--- src/rtl/adc_frame_pkg.sv ---
// rtl/adc_frame_pkg.sv - shared frame layout, constants and helpers for the ADC result link
package adc_frame_pkg;

    localparam int FRAME_BYTES    = 6;
    localparam int RUNUP_CNT_W    = 15;
    localparam int SIGN_W         = 1;
    localparam int RUNUP_SET_W    = 15;
    localparam int RUNDOWN_CNT_W  = 16;
    localparam int BALANCE_W      = RUNUP_CNT_W + 2;

    localparam int RUNUP_SET_MIN  = 199;
    localparam int RUNUP_SET_MAX  = 1999;
    localparam int RUNUP_SET_STEP = 200;

    typedef enum logic [1:0] {
        ST_IDLE,
        ST_COLLECT,
        ST_EMIT
    } rx_state_e;

    typedef struct packed {
        logic                     bit47;
        logic [RUNUP_CNT_W-1:0]   runup_cnt;
        logic                     rundown_sign;
        logic [RUNUP_SET_W-1:0]   runup_set;
        logic [RUNDOWN_CNT_W-1:0] rundown_cnt;
    } adc_frame_t;

    // 2*cnt - (set+1) in 17 bits; zero-extended operands always fit
    function automatic logic signed [BALANCE_W-1:0] calc_balance(
        input logic [RUNUP_CNT_W-1:0] cnt,
        input logic [RUNUP_SET_W-1:0] set
    );
        logic [BALANCE_W-1:0] diff;
        diff = {1'b0, cnt, 1'b0} - {2'b00, set} - 17'd1;
        return $signed(diff);
    endfunction

    function automatic logic runup_set_valid(input logic [RUNUP_SET_W-1:0] set);
        logic hit;
        hit = 1'b0;
        for (int k = RUNUP_SET_MIN; k <= RUNUP_SET_MAX; k += RUNUP_SET_STEP) begin
            if (set == RUNUP_SET_W'(k)) hit = 1'b1;
        end
        return hit;
    endfunction

endpackage

--- src/rtl/adc_frame_rx_if.sv ---
// rtl/adc_frame_rx_if.sv - byte input and decoded-result bundle of the ADC frame decoder
interface adc_frame_rx_if;
    import adc_frame_pkg::*;

    logic                        byte_vld;
    logic [7:0]                  byte_data;
    logic                        frm_vld;
    logic                        frm_err;
    logic [RUNUP_CNT_W-1:0]      runup_cnt;
    logic                        rundown_sign;
    logic [RUNUP_SET_W-1:0]      runup_set;
    logic [RUNDOWN_CNT_W-1:0]    rundown_cnt;
    logic signed [BALANCE_W-1:0] balance;
    logic [7:0]                  err_cnt;
    logic                        busy;

    modport master (
        output byte_vld, byte_data,
        input  frm_vld, frm_err, runup_cnt, rundown_sign, runup_set,
               rundown_cnt, balance, err_cnt, busy
    );

    modport slave (
        input  byte_vld, byte_data,
        output frm_vld, frm_err, runup_cnt, rundown_sign, runup_set,
               rundown_cnt, balance, err_cnt, busy
    );
endinterface

--- src/rtl/adc_frame_chk.sv ---
// rtl/adc_frame_chk.sv - frame validity check and balance; used only when ADC_FRAME_CHK_EN is defined
module adc_frame_chk
    import adc_frame_pkg::*;
(
    input  adc_frame_t                  frame,
    output logic                        frame_ok,
    output logic signed [BALANCE_W-1:0] balance
);

    logic cnt_ok;

    // run-up count may equal set+1 (full-scale) but never exceed it
    assign cnt_ok   = ({1'b0, frame.runup_cnt} <= ({1'b0, frame.runup_set} + 16'd1));
    assign frame_ok = !frame.bit47 && runup_set_valid(frame.runup_set) && cnt_ok;
    assign balance  = calc_balance(frame.runup_cnt, frame.runup_set);

endmodule

--- src/rtl/adc_frame_rx.sv ---
// rtl/adc_frame_rx.sv - 6-byte ADC result frame decoder behind a UART byte stream
// Optional field checking at EMIT is enabled by defining ADC_FRAME_CHK_EN.
module adc_frame_rx
    import adc_frame_pkg::*;
#(
    parameter int GAP_CYCLES = 4096
) (
    input logic           clk,
    input logic           rst,
    adc_frame_rx_if.slave bus
);

    localparam int GAP_W = (GAP_CYCLES > 1) ? $clog2(GAP_CYCLES) : 1;
`ifdef ADC_FRAME_CHK_EN
    localparam int BUF_W = (FRAME_BYTES - 1) * 8;
`else
    // bit47 is never needed, so the buffer lets it fall off the top
    localparam int BUF_W = (FRAME_BYTES - 1) * 8 - 1;
`endif

    rx_state_e                   state, state_nxt;
    logic [2:0]                  idx;
    logic [GAP_W-1:0]            gap_cnt;
    logic [BUF_W-1:0]            frame_buf;
    adc_frame_t                  asm_frame;
    logic                        last_byte, gap_expire;
    logic                        chk_ok;
    logic signed [BALANCE_W-1:0] chk_bal;

    logic                        emit_ok_q, tmo_q;
    logic [RUNUP_CNT_W-1:0]      runup_cnt_q;
    logic                        rundown_sign_q;
    logic [RUNUP_SET_W-1:0]      runup_set_q;
    logic [RUNDOWN_CNT_W-1:0]    rundown_cnt_q;
    logic signed [BALANCE_W-1:0] balance_q;
    logic [7:0]                  err_cnt_q;
    logic                        frm_vld_c, frm_err_c;

    assign last_byte  = bus.byte_vld && (state == ST_COLLECT) && (idx == 3'(FRAME_BYTES - 1));
    assign gap_expire = !bus.byte_vld && (state == ST_COLLECT) && (gap_cnt == GAP_W'(GAP_CYCLES - 1));
    assign asm_frame  = adc_frame_t'(48'({frame_buf, bus.byte_data}));

`ifdef ADC_FRAME_CHK_EN
    adc_frame_chk u_chk (
        .frame    (asm_frame),
        .frame_ok (chk_ok),
        .balance  (chk_bal)
    );
`else
    assign chk_ok  = !asm_frame.bit47;
    assign chk_bal = calc_balance(asm_frame.runup_cnt, asm_frame.runup_set);
`endif

    always_ff @(posedge clk or posedge rst) begin
        if (rst) state <= ST_IDLE;
        else     state <= state_nxt;
    end

    always_comb begin
        state_nxt = state;
        case (state)
            ST_IDLE:    if (bus.byte_vld) state_nxt = ST_COLLECT;
            ST_COLLECT: begin
                if (last_byte)       state_nxt = ST_EMIT;
                else if (gap_expire) state_nxt = ST_IDLE;
            end
            ST_EMIT:    state_nxt = bus.byte_vld ? ST_COLLECT : ST_IDLE;
            default:    state_nxt = ST_IDLE;
        endcase
    end

    always_comb begin
        frm_vld_c = (state == ST_EMIT) && emit_ok_q;
        frm_err_c = ((state == ST_EMIT) && !emit_ok_q) || tmo_q;
    end

    always_ff @(posedge clk or posedge rst) begin
        if (rst) begin
            idx       <= '0;
            gap_cnt   <= '0;
            frame_buf <= '0;
        end else begin
            if (bus.byte_vld) begin
                frame_buf <= {frame_buf[BUF_W-9:0], bus.byte_data};
                if (state != ST_COLLECT) idx <= 3'd1;
                else if (last_byte)      idx <= '0;
                else                     idx <= idx + 3'd1;
            end else if (gap_expire) begin
                idx <= '0;
            end
            if (bus.byte_vld || gap_expire || state != ST_COLLECT) gap_cnt <= '0;
            else                                                   gap_cnt <= gap_cnt + 1'b1;
        end
    end

    // fields load on the b5 edge so they are already valid during EMIT
    always_ff @(posedge clk or posedge rst) begin
        if (rst) begin
            emit_ok_q      <= 1'b0;
            tmo_q          <= 1'b0;
            runup_cnt_q    <= '0;
            rundown_sign_q <= 1'b0;
            runup_set_q    <= '0;
            rundown_cnt_q  <= '0;
            balance_q      <= '0;
            err_cnt_q      <= '0;
        end else begin
            tmo_q <= gap_expire;
            if (last_byte) begin
                emit_ok_q <= chk_ok;
                if (chk_ok) begin
                    runup_cnt_q    <= asm_frame.runup_cnt;
                    rundown_sign_q <= asm_frame.rundown_sign;
                    runup_set_q    <= asm_frame.runup_set;
                    rundown_cnt_q  <= asm_frame.rundown_cnt;
                    balance_q      <= chk_bal;
                end
            end
            if (((last_byte && !chk_ok) || gap_expire) && err_cnt_q != 8'hFF)
                err_cnt_q <= err_cnt_q + 8'd1;
        end
    end

    assign bus.frm_vld      = frm_vld_c;
    assign bus.frm_err      = frm_err_c;
    assign bus.runup_cnt    = runup_cnt_q;
    assign bus.rundown_sign = rundown_sign_q;
    assign bus.runup_set    = runup_set_q;
    assign bus.rundown_cnt  = rundown_cnt_q;
    assign bus.balance      = balance_q;
    assign bus.err_cnt      = err_cnt_q;
    assign bus.busy         = (idx != 3'd0);

endmodule
--- src/flat_wrapper.sv ---
// flat-port wrapper written by rule: the top's interface ports become plain ports
module adc_frame_rx_flat import adc_frame_pkg::*;
#(
    parameter int GAP_CYCLES = 4096
)
  (clk, rst, bus_byte_vld, bus_byte_data, bus_frm_vld, bus_frm_err, bus_runup_cnt, bus_rundown_sign, bus_runup_set, bus_rundown_cnt, bus_balance, bus_err_cnt, bus_busy);
  adc_frame_rx_if bus_i ();
  input logic clk;
  input logic rst;
  input wire logic [$bits(bus_i.byte_vld)-1:0] bus_byte_vld;
  input wire logic [$bits(bus_i.byte_data)-1:0] bus_byte_data;
  output wire logic [$bits(bus_i.frm_vld)-1:0] bus_frm_vld;
  output wire logic [$bits(bus_i.frm_err)-1:0] bus_frm_err;
  output wire logic [$bits(bus_i.runup_cnt)-1:0] bus_runup_cnt;
  output wire logic [$bits(bus_i.rundown_sign)-1:0] bus_rundown_sign;
  output wire logic [$bits(bus_i.runup_set)-1:0] bus_runup_set;
  output wire logic [$bits(bus_i.rundown_cnt)-1:0] bus_rundown_cnt;
  output wire logic [$bits(bus_i.balance)-1:0] bus_balance;
  output wire logic [$bits(bus_i.err_cnt)-1:0] bus_err_cnt;
  output wire logic [$bits(bus_i.busy)-1:0] bus_busy;
  assign bus_i.byte_vld = bus_byte_vld;
  assign bus_i.byte_data = bus_byte_data;
  assign bus_frm_vld = bus_i.frm_vld;
  assign bus_frm_err = bus_i.frm_err;
  assign bus_runup_cnt = bus_i.runup_cnt;
  assign bus_rundown_sign = bus_i.rundown_sign;
  assign bus_runup_set = bus_i.runup_set;
  assign bus_rundown_cnt = bus_i.rundown_cnt;
  assign bus_balance = bus_i.balance;
  assign bus_err_cnt = bus_i.err_cnt;
  assign bus_busy = bus_i.busy;
  adc_frame_rx #(.GAP_CYCLES(GAP_CYCLES)) u_core (.clk(clk), .rst(rst), .bus(bus_i));
endmodule
--- config.mk ---
export PLATFORM = sky130hd
export DESIGN_NAME = adc_frame_rx_flat
export DESIGN_NICKNAME = d
export VERILOG_FILES = /design/src/rtl/adc_frame_pkg.sv /design/src/rtl/adc_frame_rx_if.sv /design/src/rtl/adc_frame_chk.sv /design/src/rtl/adc_frame_rx.sv /design/src/flat_wrapper.sv
export SDC_FILE = /design/constraint.sdc
export NUM_CORES = 1
export LEC_CHECK = 0
export ABC_AREA = 0
export CELL_PAD_IN_SITES_DETAIL_PLACEMENT = 0
export CELL_PAD_IN_SITES_GLOBAL_PLACEMENT = 1
export CORE_MARGIN = 4
export CORE_UTILIZATION = 38
export CTS_CLUSTER_SIZE = 20
export DETAILED_ROUTE_END_ITERATION = 10
export GPL_ROUTABILITY_DRIVEN = 0
export PLACE_DENSITY_LB_ADDON = 0.15
export REMOVE_ABC_BUFFERS = 1
export SKIP_CTS_REPAIR_TIMING = 1
export SYNTH_ARGS = -nofsm -noshare
export SYNTH_HDL_FRONTEND = slang
export SYNTH_SLANG_ARGS = --single-unit
--- constraint.sdc ---
create_clock -name clk -period 4.1 [get_ports clk]
set_clock_uncertainty 0.1 [all_clocks]
set_input_delay 0.41 -clock clk [delete_from_list [all_inputs] [get_ports clk]]
set_output_delay 0.41 -clock clk [all_outputs]
set_load 0.005 [all_outputs]
==> summary.md <==
| Metric | Value |
|---|---|
| Yosys reg bits | `130` |
| Max-slew violation count | `0` |
| Final WL | `13200 um` |
| Distinct cells, synth | `58` |
| Post-DP HPWL | `8830 um` |
| Maximum vdd ir drop | `0.000285 V` |
| # diodes | `0` |
| GRT Total Usage | `0.157` |
| Vias per Instance | `5.01` |
| Min cycle time layout | `2.81 ns` |
| Met2 GRT Util | `0.237` |
| Die height | `132 um` |
| Syn Area/Cell | `9.98 um2` |
| Max-cap violations | `0` |
| EDFF count, synth | `0` |
| Total chip power | `4.83 mW` |
| Sequential cell area fraction in the yosys report | `0.556` |
| Syn. warnings | `0` |
| Share of cells above drive strength 1 | `0.107` |
| H-tree depth | `4` |
| Largest net degree at the start of global routing | `99` |
| Die X | `132 um` |
| # IOs | `86` |
| Met3 Use GR | `0.0389` |
| DR DRC count | `0` |
| CTS Sinks | `130` |
| Initial antenna violation count | `0` |
| Crit path capture type | `flop` |
| Grt met1 use | `0.221` |
| Pwr dens | `646 nW/um2` |
| # rows | `45` |
| RSZ-0062 raised after global routing | `no` |
| Most frequent cells in the layout | `nand2_1, dfrtp_1, clkdlybuf4s50_1` |
| Final Hold Viols | `0` |
| Crit path launch type | `flop` |
| Initial Util | `0.386` |
| Most common cell after layout, fill and taps aside | `nand2_1` |
| CTS tree | `built` |
| Vias | `4350` |
| Peak Freq | `355 MHz` |
| Yosys top cell area share | `0.556` |
| Post-route ant nets | `0` |
| Dpl cells | `838` |
| PnR worst setup slack | `1.29 ns` |
| Mapped cell area | `5850 um2` |
| Max clock buf depth | `2` |
| Critical Path AT | `3.00 ns` |
| WL/cell | `15.2 um` |
| Max-slew headroom | `0.410` |
| Detailed Routing Iterations Pass 1 | `5` |
| Global route hottest layer | `met2` |
| Clk_lat worst skew | `0.41 ns` |
| Dpl ws | `1.04 ns` |
| Main synth FF type | `dfrtp_1` |
| Initial DRC Count | `293` |
| CP max FO | `72` |
| Inserted Clock Buffers | `17` |
| Post-synth ARST share | `1.00` |
| Number of global-route vias before repair | `4432` |
| Setup violators final | `0` |
| Number of port buffers | `85` |
| WS Path Type | `flop to flop` |
| Status | `finished, final reports clean` |
| Cells after synthesis | `586` |
| Fin crit share | `0.686` |
| Fill cells | `1425` |
| Synth area leader | `dfrtp_1` |
| WP data required | `4.28 ns` |
| Die ar. | `17400 um2` |
| Global-route wire length before repair | `22500 um` |
| Grt ovf | `0` |
| NumNets Final | `700` |
| Core ar. | `15100 um2` |
| Finished Layout Cells | `868` |
| Leakage | `3.51 nW` |
| Hold Crit Class | `flop to flop` |
| Worst-Margin Slew | `0.885 ns` |
| Core Util, Final | `0.494` |
| Area growth syn-to-layout | `28.0%` |
| Register clock-pin slew on the reported worst setup and hold paths | `0.05 ns` |
| Root Buffer | `clkbuf_16` |
| Synth area leaders | `dfrtp_1, nand2_1, mux2_2` |
| Hold WS | `0.372 ns` |
-- final timing paths --
path,from,endpoint,slack [ns],cells after the start
worst min register to register,u_core.bus.runup_cnt[3],u_core.bus.runup_cnt[3],0.37,2
worst max-delay path,u_core.idx[1],u_core.bus.balance[13],1.29,9
max in group asynchronous,rst,u_core.frame_buf[20],2.62,3
worst min-delay path,u_core.bus.runup_cnt[3],u_core.bus.runup_cnt[3],0.37,2
min in group asynchronous,rst,u_core.bus.rundown_cnt[8],0.46,2
worst max register to register,u_core.idx[1],u_core.bus.balance[13],1.29,9
-- flip-flops by register name (all words and copies together) (netlist names), 2 cells and up --
name                    cells
u_core.frame_buf           39
u_core.bus.balance         17
u_core.bus.rundown_cnt     16
u_core.bus.runup_cnt       15
u_core.bus.runup_set       15
u_core.gap_cnt             12
u_core.bus.err_cnt          8
u_core.idx                  3
u_core.state                2
-- power breakdown --
group | total, mW | internal [mW] | switching (mW)
sequential | 1.88 | 1.64 | 0.237
combinational | 1.44 | 0.797 | 0.640
clock | 1.52 | 1.00 | 0.519
total | 4.83 | 3.44 | 1.40
-- cell usage after synthesis (3+ instances only) --
cell type and number:
inv_1 29, o21a_1 3, nor3_1 9, dfrtp_1 130
ha_1 19, and3_1 3, nand2_1 158, nand3_1 19
nand4_1 4, o21ai_0 51, nor2_1 14, clkbuf_1 25
nand2b_1 4, mux2_2 25, xnor2_1 13, a21oi_1 16
xor2_1 10, a21o_1 5
-- per-stage QoR --
stage,area (um2),setup TNS (ns)
4_1_cts,7490,0
3_5_place_dp,6890,0
6_report,7490,0
5_1_grt,7490,0
2_1_floorplan,5750,-4.28
3_3_place_gp,6890,0
-- worst max-delay path, cell delays in order (launching register included) --
cell	delay [ns]
dfrtp_1	0.40
inv_1	0.09
ha_1	0.17
and2_1	0.25
nand3_4	0.60
clkinv_1	0.22
buf_4	0.45
o211ai_1	0.15
o21ai_0	0.11
nand3_1	0.09
-- routing by layer --
metal,share of wire,routed length [um]
met1,0.50,6670
met2,0.45,5940
met3,0.035,458
met4,0.011,140
met5,0,0
-- area by class of cell --
| class | count | area, um2 | share of cell area |
|---|---|---|---|
| Sequential cell | 130 | 3250 | 0.434 |
| Timing Repair Buffer | 90 | 883 | 0.118 |
| Clock inverter | 4 | 70.1 | 0.00936 |
| Tap cell | 188 | 235 | 0.0314 |
| Inverter | 30 | 118 | 0.0157 |
| Clock buffer | 26 | 529 | 0.0707 |
| Multi-Input combinational cell | 400 | 2400 | 0.320 |
-- logic make-up after synthesis --
| group | count (synthesis) | share of synthesized area |
|---|---|---|
| flops | 130 | 0.556 |
| compound gates | 97 | 0.100 |
| fa+ha+maj | 20 | 0.0441 |
| mux | 26 | 0.0500 |
| buf+inv | 56 | 0.0361 |
| xor+xnor | 23 | 0.0344 |
| simple gates | 234 | 0.179 |
No activity file was read; power rests on OpenSTA's default activity.
